[config.mk]
export PLATFORM = sky130hd
export DESIGN_NAME = mips_mc_ctrl
export DESIGN_NICKNAME = d
export VERILOG_FILES = /design/src/rtl/mips_mc_ctrl_pkg.sv /design/src/rtl/mips_mc_ctrl_aludec.sv /design/src/rtl/mips_mc_ctrl.sv
export SDC_FILE = /design/constraint.sdc
export NUM_CORES = 1
export LEC_CHECK = 0
export CORE_UTILIZATION = 41
export CTS_CLUSTER_DIAMETER = 60
export DETAILED_ROUTE_END_ITERATION = 7
export PLACE_DENSITY = 0.77
export RECOVER_POWER = 100
export SLEW_MARGIN = 30
export SYNTH_ARGS = -nofsm -noshare
export SYNTH_HDL_FRONTEND = slang
export SYNTH_SLANG_ARGS = --single-unit
[constraint.sdc]
create_clock -name clk -period 2.5 [get_ports clk]
set_clock_uncertainty 0.05 [all_clocks]
set_input_delay 0.75 -clock clk [delete_from_list [all_inputs] [get_ports clk]]
set_output_delay 0.75 -clock clk [all_outputs]
set_load 0.01 [all_outputs]
[src/rtl/mips_mc_ctrl_pkg.sv]
// mips_mc_ctrl_pkg: shared encodings for the multicycle MIPS control unit
// (instruction fields, FSM states, ALU operation codes, datapath select codes).
package mips_mc_ctrl_pkg;

   typedef enum logic [5:0] {
      OP_RTYPE = 6'd0,
      OP_J     = 6'd2,
      OP_JAL   = 6'd3,
      OP_BEQ   = 6'd4,
      OP_BNE   = 6'd5,
      OP_ADDI  = 6'd8,
      OP_LW    = 6'd35,
      OP_SW    = 6'd43
   } opcode_t;

   typedef enum logic [5:0] {
      F_ADD = 6'd32,
      F_SUB = 6'd34,
      F_AND = 6'd36,
      F_OR  = 6'd37,
      F_XOR = 6'd38,
      F_NOR = 6'd39,
      F_SLT = 6'd42
   } funct_t;

   // FETCH must stay at zero: the reset-forced state_o reads as FETCH
   typedef enum logic [3:0] {
      S_FETCH   = 4'd0,
      S_DECODE  = 4'd1,
      S_MEMADR  = 4'd2,
      S_MEMRD   = 4'd3,
      S_MEMWB   = 4'd4,
      S_MEMWR   = 4'd5,
      S_EXEC    = 4'd6,
      S_ALUWB   = 4'd7,
      S_BRANCH  = 4'd8,
      S_ADDIEX  = 4'd9,
      S_ADDIWB  = 4'd10,
      S_JUMP    = 4'd11,
      S_ILLEGAL = 4'd12,
      S_JAL     = 4'd13
   } state_t;

   typedef enum logic [2:0] {
      ALU_AND = 3'd0,
      ALU_OR  = 3'd1,
      ALU_ADD = 3'd2,
      ALU_XOR = 3'd3,
      ALU_NOR = 3'd4,
      ALU_SUB = 3'd6,
      ALU_SLT = 3'd7
   } alu_ctrl_t;

   typedef enum logic [1:0] {
      AOP_ADD   = 2'd0,
      AOP_SUB   = 2'd1,
      AOP_FUNCT = 2'd2
   } alu_op_t;

   localparam logic [1:0] PC_SRC_ALU    = 2'b00;
   localparam logic [1:0] PC_SRC_ALUOUT = 2'b01;
   localparam logic [1:0] PC_SRC_JUMP   = 2'b10;
   localparam logic [1:0] REG_DST_RT    = 2'b00;
   localparam logic [1:0] REG_DST_RD    = 2'b01;
   localparam logic [1:0] REG_DST_RA    = 2'b10;
   localparam logic [1:0] M2R_ALUOUT    = 2'b00;
   localparam logic [1:0] M2R_MDR       = 2'b01;
   localparam logic [1:0] M2R_PC        = 2'b10;
   localparam logic [1:0] SRCB_B        = 2'b00;
   localparam logic [1:0] SRCB_4        = 2'b01;
   localparam logic [1:0] SRCB_IMM      = 2'b10;
   localparam logic [1:0] SRCB_IMM_SL2  = 2'b11;

endpackage

[src/rtl/mips_mc_ctrl_aludec.sv]
// mips_mc_aludec: ALU control decode from the FSM's ALU operation class and the
// R-type funct field; also flags whether funct is a supported R-type operation.
module mips_mc_aludec
   import mips_mc_ctrl_pkg::*;
(
   input  funct_t    funct,
   input  alu_op_t   op,
   output alu_ctrl_t alu_ctrl,
   output logic      funct_legal
);

   alu_ctrl_t fctrl;

   always_comb begin
      fctrl = ALU_ADD;
      funct_legal = 1'b1;
      case (funct)
         F_ADD:   fctrl = ALU_ADD;
         F_SUB:   fctrl = ALU_SUB;
         F_AND:   fctrl = ALU_AND;
         F_OR:    fctrl = ALU_OR;
         F_XOR:   fctrl = ALU_XOR;
         F_NOR:   fctrl = ALU_NOR;
         F_SLT:   fctrl = ALU_SLT;
         default: funct_legal = 1'b0;
      endcase
      alu_ctrl = (op == AOP_FUNCT) ? fctrl : (op == AOP_SUB) ? ALU_SUB : ALU_ADD;
   end

endmodule

[src/rtl/mips_mc_ctrl.sv]
// mips_mc_ctrl: multicycle MIPS control FSM driving the shared ALU, unified memory port,
// register file and PC. Define MIPS_MC_CTRL_JAL_EN to support JAL.
module mips_mc_ctrl
   import mips_mc_ctrl_pkg::*;
(
   input  logic       clk,
   input  logic       rst_n,
   input  logic [5:0] opcode,
   input  logic [5:0] funct,
   input  logic       zero,
   input  logic       mem_ready,
   output logic       mem_req,
   output logic       mem_write,
   output logic       iord,
   output logic       ir_write,
   output logic       pc_en,
   output logic [1:0] pc_src,
   output logic       reg_write,
   output logic [1:0] reg_dst,
   output logic [1:0] mem_to_reg,
   output logic       alu_src_a,
   output logic [1:0] alu_src_b,
   output logic [2:0] alu_ctrl,
   output logic       illegal,
   output logic [3:0] state_o
);

   state_t    state, nxt;
   opcode_t   op;
   funct_t    fn;
   alu_op_t   alu_op;
   alu_ctrl_t dec_ctrl;
   logic      funct_legal;

   assign op = opcode_t'(opcode);
   assign fn = funct_t'(funct);

   mips_mc_aludec u_aludec (
      .funct       (fn),
      .op          (alu_op),
      .alu_ctrl    (dec_ctrl),
      .funct_legal (funct_legal)
   );

   always_ff @(posedge clk or negedge rst_n)
      if (!rst_n) state <= S_FETCH;
      else        state <= nxt;

   // Every output is state-decoded and held at zero while reset is asserted
   always_comb begin
      nxt        = state;
      mem_req    = 1'b0;
      mem_write  = 1'b0;
      iord       = 1'b0;
      ir_write   = 1'b0;
      pc_en      = 1'b0;
      pc_src     = PC_SRC_ALU;
      reg_write  = 1'b0;
      reg_dst    = REG_DST_RT;
      mem_to_reg = M2R_ALUOUT;
      alu_src_a  = 1'b0;
      alu_src_b  = SRCB_B;
      alu_op     = AOP_ADD;
      illegal    = 1'b0;
      if (rst_n) begin
         case (state)
            S_FETCH: begin
               mem_req   = 1'b1;
               alu_src_b = SRCB_4;
               ir_write  = mem_ready;
               pc_en     = mem_ready;
               nxt       = mem_ready ? S_DECODE : S_FETCH;
            end
            S_DECODE: begin
               alu_src_b = SRCB_IMM_SL2;
               case (op)
                  OP_LW, OP_SW:   nxt = S_MEMADR;
                  OP_RTYPE:       nxt = S_EXEC;
                  OP_BEQ, OP_BNE: nxt = S_BRANCH;
                  OP_ADDI:        nxt = S_ADDIEX;
                  OP_J:           nxt = S_JUMP;
`ifdef MIPS_MC_CTRL_JAL_EN
                  OP_JAL:         nxt = S_JAL;
`else
                  OP_JAL:         nxt = S_ILLEGAL;
`endif
                  default:        nxt = S_ILLEGAL;
               endcase
            end
            S_MEMADR: begin
               alu_src_a = 1'b1;
               alu_src_b = SRCB_IMM;
               nxt       = (op == OP_SW) ? S_MEMWR : S_MEMRD;
            end
            S_MEMRD: begin
               mem_req = 1'b1;
               iord    = 1'b1;
               nxt     = mem_ready ? S_MEMWB : S_MEMRD;
            end
            S_MEMWB: begin
               reg_write  = 1'b1;
               mem_to_reg = M2R_MDR;
               nxt        = S_FETCH;
            end
            S_MEMWR: begin
               mem_req   = 1'b1;
               mem_write = 1'b1;
               iord      = 1'b1;
               nxt       = mem_ready ? S_FETCH : S_MEMWR;
            end
            S_EXEC: begin
               alu_src_a = 1'b1;
               alu_op    = AOP_FUNCT;
               nxt       = funct_legal ? S_ALUWB : S_ILLEGAL;
            end
            S_ALUWB: begin
               reg_write = 1'b1;
               reg_dst   = REG_DST_RD;
               nxt       = S_FETCH;
            end
            S_BRANCH: begin
               alu_src_a = 1'b1;
               alu_op    = AOP_SUB;
               pc_src    = PC_SRC_ALUOUT;
               pc_en     = (op == OP_BNE) ? ~zero : zero;
               nxt       = S_FETCH;
            end
            S_ADDIEX: begin
               alu_src_a = 1'b1;
               alu_src_b = SRCB_IMM;
               nxt       = S_ADDIWB;
            end
            S_ADDIWB: begin
               reg_write = 1'b1;
               nxt       = S_FETCH;
            end
            S_JUMP: begin
               pc_src = PC_SRC_JUMP;
               pc_en  = 1'b1;
               nxt    = S_FETCH;
            end
            S_ILLEGAL: begin
               illegal = 1'b1;
               nxt     = S_FETCH;
            end
`ifdef MIPS_MC_CTRL_JAL_EN
            S_JAL: begin
               reg_write  = 1'b1;
               reg_dst    = REG_DST_RA;
               mem_to_reg = M2R_PC;
               pc_src     = PC_SRC_JUMP;
               pc_en      = 1'b1;
               nxt        = S_FETCH;
            end
`endif
            default: nxt = S_FETCH;
         endcase
      end
   end

   assign alu_ctrl = rst_n ? dec_ctrl : 3'd0;
   assign state_o  = state;

endmodule

==> key figures, run 1 <==
Worst setup path
  • Worst Path Max Fanout: 2
  • Crit. Startpoint: opcode[1]
  • Critical path class: primary input to output port
  • Setup slack, reg-to-reg: 0.77 ns
  • FF-to-FF Start: state_o[1]
  • Crit path DAT: ~1.7 ns
  • Reg-to-Reg End: state_o[0]
  • CP endpoint: pc_en
  • Startpoint Class: primary input
  • Crit. End Element: output port
  • Worst path required time: roughly 1.7 ns
  • Reg2reg path depth: 6

Clock tree
  • CTS H-tree lvls: 1
  • CTS buffer count: 3
  • Clk sinks: 4
  • Clock Pin Slew Worst Setup and Hold Paths: about 0.040 ns
  • CTS tree: built
  • Clock latency on the worst-skew pair: 0.23 ns
  • Clk root buf: clkbuf_4
  • Clock Tree Buf Depth: 2

Timing
  • Actual slew at the worst max-slew pin: approximately 0.47 ns
  • Worst hold margin: ~0.65 ns
  • Minimum clock period after layout: roughly 2.5 ns
  • Crit share post-route: 102%
  • Pins Over Slew Limit: 0
  • F_max: around 390 MHz
  • RSZ-0062 raised after global routing: yes
  • Final hold violation count: 0
  • Slew HR: between 60% and 70%
  • Setup ws final: -0.0391 ns
  • # setup viols final: 2

Run status
  • Status: finished, violations left
  • Failing checks: negative setup slack

Placed design
  • Routability-driven placement congestion ratio: 0.924
  • IO Port Bufs: 36
  • Area after DPL: roughly 1400 um2
  • Final HPWL DP: ~2300 um

Logic synthesis
  • Seq/Total Area, Yosys: between 10% and 20%
  • YS warnings: 0
  • Avg Synthesized Cell Area: between 6 and 7 um2
  • Synth cell types: between 40 and 50
  • Primary FF master, synth: dfrtp_1
  • Cells after Synth: ~120
  • Area contributors post-synth: dfrtp_1 (12%), nor3_1 (6.7%), nand2b_1 (6.1%)
  • Synth Cell Area: about 820 um2
  • Yosys top cell by area: dfrtp_1
  • Post-synth ARST share: between 90% and 100%
  • EDFF count, synth: 0
  • Yosys top cell area share: around 12%
  • Synth Register Bits: 4

GRT
  • Vias in the first global route: between 1000 and 1500
  • Global-route wire length before repair: approximately 5200 um
  • Initial antenna violation count: 0
  • Largest net degree at the start of global routing: 11
  • Congestion Overflow GR: 0
  • Total GRT Usage: between 30 and 40%

Floorplanning
  • Die H: approximately 47 um
  • Die area: roughly 2200 um2
  • Core area: 1800 um2
  • I/O pins: 39
  • Row cnt: 15
  • Starting Density: roughly 46%
  • Die Width: 46.8 um

Power
  • Worst VDD drop: around 0.55 mV
  • Lkg Pwr: between 0.7 and 0.8 nW
  • Power density over the cells: 717 nW/um2
  • Pwr Total: between 1 and 1.5 mW

Final layout
  • Share of layout cells above drive strength 1: about 40%
  • Commonest non-fill, non-tap cell in the layout: buf_4
  • Syn-to-layout area delta: 85.7%
  • Max reg flops: 4
  • Most frequent cells in the layout: buf_4 (37), nor3_1 (9), nor2_1 (9)
  • Post-Layout Inst Area: around 1500 um2
  • Final nets: between 200 and 250
  • Number of diodes: 0

Drt
  • Via count: between 1000 and 1500
  • DRT Wirelength: 3470 um
  • Vias per inst: between 5 and 6
  • DRT Pass-1 Iters: 4
  • Routed len/inst: between 15 and 20 um
  • Initial drt markers: 36
  • Detail Route Antenna Nets: 0
  • Drc violations: 0

Flow run
  • Max-cap check violation count: 0

Min path
  • Hold crit path type: primary input to asynchronous set/reset pin
[synthesized netlist by cell type, types with 2 or more instances]
cell type   n
buf_4       3
nor2_1     10
nor3_1     11
and3_1      2
o31ai_1     2
o221ai_1    2
and2_1      2
buf_2       5
o211ai_1    2
o21ai_0     2
a21oi_1     4
xor2_1      2
nand2_1     7
nor2b_1     5
o21a_1      2
or3_1       2
inv_1       3
a21boi_0    2
nand2b_1    8
a41oi_1     2
nor3b_1     4
mux2i_1     3
dfrtp_1     4
nand3_1     3
a211oi_1    2
nor4_1      2
[timing repair]
| item | in CTS | in global routing |
|---|---|---|
| pin swaps | 6 | 6 |
| hold buffers | 0 | 0 |
| endpoints found under the setup margin | 17 | 6 |
| resized for setup | 105 | 23 |
| setup buffers | 10 | 2 |
[layout make-up]
class,count,area [um2]
multi-input cells,102,742
inverters,3,11.3
well taps,25,31.3
flip-flops and latches,4,101
fillers,121,270
clock buffers,3,22.5
repair buffers,81,623
[cells by family (layout without fill, tap and decap cells)]
kind of cell    Yosys count  after routing  synth area share, %
flops                     4              4                 12.1
simple gates             62             62                 41.9
buf+inv                  13             87                 8.19
mux                       3              3                 3.64
other cells               1              2                0.455
compound gates           32             32                 30.5
xor+xnor                  3              3                 3.19
[through the flow]
stage / TNS (ns) / instances / utilization (%) / setup WS, ns
3_5_place_dp: -9.18 / 203 / 78.3 / -0.815
3_3_place_gp: -8.75 / 203 / 78.3 / -0.787
4_1_cts: -0.0389 / 216 / 84.9 / -0.0323
6_report: -0.0631 / 218 / 85.0 / -0.0391
2_1_floorplan: 0 / 119 / - / 0.0309
5_1_grt: -0.204 / 218 / 85.0 / -0.0804
[worst min-delay path by stage]
stage / startpoint / endpoint / cells past startpoint
after floorplan: rst_n / state_o[0] / 0
after global placement: state_o[0] / state_o[3] / 4
after detailed placement: state_o[0] / state_o[3] / 4
after CTS: rst_n / state_o[2] / 3
after global routing: rst_n / state_o[2] / 3
final: rst_n / state_o[2] / 3
[layer usage]
| metal | part of all wire, % | global-route usage [%] | vias to the layer above |
|---|---|---|---|
| met5 | 0 | 0 | - |
| met4 | 1.4 | 11.4 | 0 |
| met3 | 6.2 | 5.77 | 7 |
| met2 | 54 | 63.1 | 55 |
| met1 | 39 | 37.6 | 585 |
| li1 | - | - | 598 |
[worst max-delay path, cell delays in order]
cell and delay, ns:
buf_8 0.10, nor4_4 0.29, nand3_1 0.14, mux2i_1 0.15, o21a_1 0.17, buf_2 0.13
[report_power, final]
group | internal (mW) | total, mW | switching [mW]
registers | 0.0913 | 0.138 | 0.0468
logic | 0.429 | 0.880 | 0.451
clock network | 0.0537 | 0.0807 | 0.0269
Power figures use the tool's default switching activity.
==> run 2, diff against run 1 <==
--- a/config.mk
+++ b/config.mk
@@ -8,6 +8,7 @@
 export CORE_UTILIZATION = 41
 export CTS_CLUSTER_DIAMETER = 60
 export DETAILED_ROUTE_END_ITERATION = 7
+export GPL_ROUTABILITY_DRIVEN = 0
 export PLACE_DENSITY = 0.77
 export RECOVER_POWER = 100
 export SLEW_MARGIN = 30
==> key figures, run 2 (same netlist as run 1, synthesis figures left out) <==
Timing
  • Pins Over Slew Limit: 0
  • Setup ws final: -0.0532 ns
  • # setup viols final: 3
  • Crit share post-route: 102%
  • Final hold violation count: 0
  • F_max: approximately 400 MHz
  • RSZ-0062 raised after global routing: yes
  • Sum Neg Setup Slack: -0.0753 ns
  • Minimum clock period after layout: around 2.6 ns

Final layout
  • Share of layout cells above drive strength 1: approximately a third
  • Final nets: between 150 and 200
  • Max reg flops: 4
  • # fillers: between 100 and 150
  • Syn-to-layout area delta: 73.1%
  • Commonest non-fill, non-tap cell in the layout: buf_4
  • Number of diodes: 0
  • Footprint of the multi-input gates: about 730 um2
  • FF+latch area: 101 um2
  • Most frequent cells in the layout: buf_4 (24), dlygate4sd2_1 (10), nor3_1 (9), nor2_1 (9), buf_2 (8)

Worst setup path
  • Critical path class: primary input to output port
  • Startpoint Class: primary input
  • Worst Path Max Fanout: 2
  • CP cell instances: clkdlybuf4s50_1 > nand3_1 > mux2i_1 > o21a_1 > buf_2
  • Crit. End Element: output port
  • CP bufs+invs: 2
  • Crit path DAT: about 1.8 ns
  • CP top delay family: buffers and inverters
  • CP max stage cell: clkdlybuf4s50_1
  • CP max stage delay: approximately 0.48 ns
  • Worst path required time: about 1.7 ns

Floorplanning
  • Row cnt: 15
  • Die H: 46.8 um
  • I/O pins: 39
  • Die area: 2190 um2
  • Die Width: 46.8 um
  • Starting Density: between 40% and 50%
  • Core area: ~1800 um2

Drt
  • DRT Wirelength: ~3100 um
  • Via count: roughly 1200
  • Vias per inst: between 5 and 6
  • Routed len/inst: about 15 um
  • DRT Pass-1 Iters: 4
  • Detail Route Antenna Nets: 0
  • Initial drt markers: 30
  • Drc violations: 0

Clock tree
  • Clock latency on the worst-skew pair: approximately 0.24 ns
  • Clk sinks: 4
  • # hold bufs at CTS: 0
  • CTS H-tree lvls: 1
  • CTS buffer count: 3
  • CTS tree: built
  • Clock Pin Slew Worst Setup and Hold Paths: about 0.03 ns
  • Clock Tree Buf Depth: 2
  • Clk root buf: clkbuf_4

Power
  • Power density over the cells: approximately 730 nW/um2
  • Pwr Total: around 1.0 mW
  • Lkg Pwr: 0.661 nW
  • Worst VDD drop: around 0.45 mV

Placed design
  • Final HPWL DP: roughly 2300 um
  • IO Port Bufs: 36

GRT
  • Total GRT Usage: a little under a third
  • GR Util met1: 32.1%
  • Largest net degree at the start of global routing: 18
  • Initial antenna violation count: 0
  • Most Crowded Layer GR: met2
  • Met3 GRT Util: under 10%
  • Vias in the first global route: about 1200
  • Congestion Overflow GR: 0
  • M2 GR Usage: between 60% and 70%
  • Global-route wire length before repair: between 4000 and 5000 um

Min path
  • Hold crit path type: primary input to asynchronous set/reset pin

Run status
  • Status: finished, violations left
  • Failing checks: negative setup slack

Flow run
  • Max-cap check violation count: 0
[run 2: cell count changes in the layout (fill, tap and decap cells not counted), sizes merged]
| cell | before | now |
|---|---|---|
| dlygate4sd2 | 6 | 10 |
| clkbuf | 15 | 13 |
| clkdlybuf4s15 | 6 | 4 |
| buf | 50 | 36 |
| dlymetal6s2s | 1 | 2 |
| clkdlybuf4s25 | 1 | 0 |
| dlygate4sd3 | 1 | 2 |
[run 2: where the power goes]
group / switching, mW / internal [mW] / total [mW]
clock network: 0.0292 / 0.0539 / 0.0831
logic: 0.424 / 0.400 / 0.824
registers: 0.0484 / 0.0914 / 0.140
total: 0.502 / 0.545 / 1.05
[run 2: through the flow]
step	worst slack, ns	utilization [%]	cells	hold slack, ns	area (um2)
floorplan	0.0309	-	119	0.404	828
global placement	-0.787	76.9	198	0.766	1390
detailed placement	-0.877	76.9	198	0.777	1390
CTS	-0.0735	80.1	205	0.602	1440
global route	-0.102	79.2	205	0.793	1430
finish	-0.0532	79.2	205	0.764	1430
[run 2: what timing repair did]
item	in CTS	in global routing
gates resized for setup	81	20
endpoints found under the setup margin	17	8
pin swaps	6	3
setup buffers	4	0
[run 2: worst register-to-register path: stages, from the launching register on]
cell	delay (ns)
dfrtp_1	0.39
buf_4	0.17
buf_4	0.15
inv_1	0.17
nor2_1	0.11
a211oi_1	0.35
o22ai_2	0.13
[run 2: area by class of cell]
cell class,instances,area share [%]
clock buffer,3,1.58
multi-input combinational,102,50.8
sequential,4,7.10
tap,25,2.19
timing repair buffer,68,37.5
inverter,3,0.789
[run 2: path summary, 6_finish.rpt]
path | start | end | slack [ns] | cells past startpoint
min in group clk | state_o[0] | state_o[2] | 0.80 | 3
worst max register to register | state_o[0] | state_o[1] | 0.83 | 6
worst max-delay path | opcode[2] | pc_en | -0.05 | 5
worst min register to register | state_o[0] | state_o[2] | 0.80 | 3
worst min-delay path | rst_n | state_o[0] | 0.76 | 3
max in group asynchronous | rst_n | state_o[2] | 1.39 | 3
[run 2: layer usage]
metal  vias up  share of wire, %
met5         -                 0
li1        567                 -
met4         0               2.6
met3        11               5.4
met2        60                54
met1       567                38
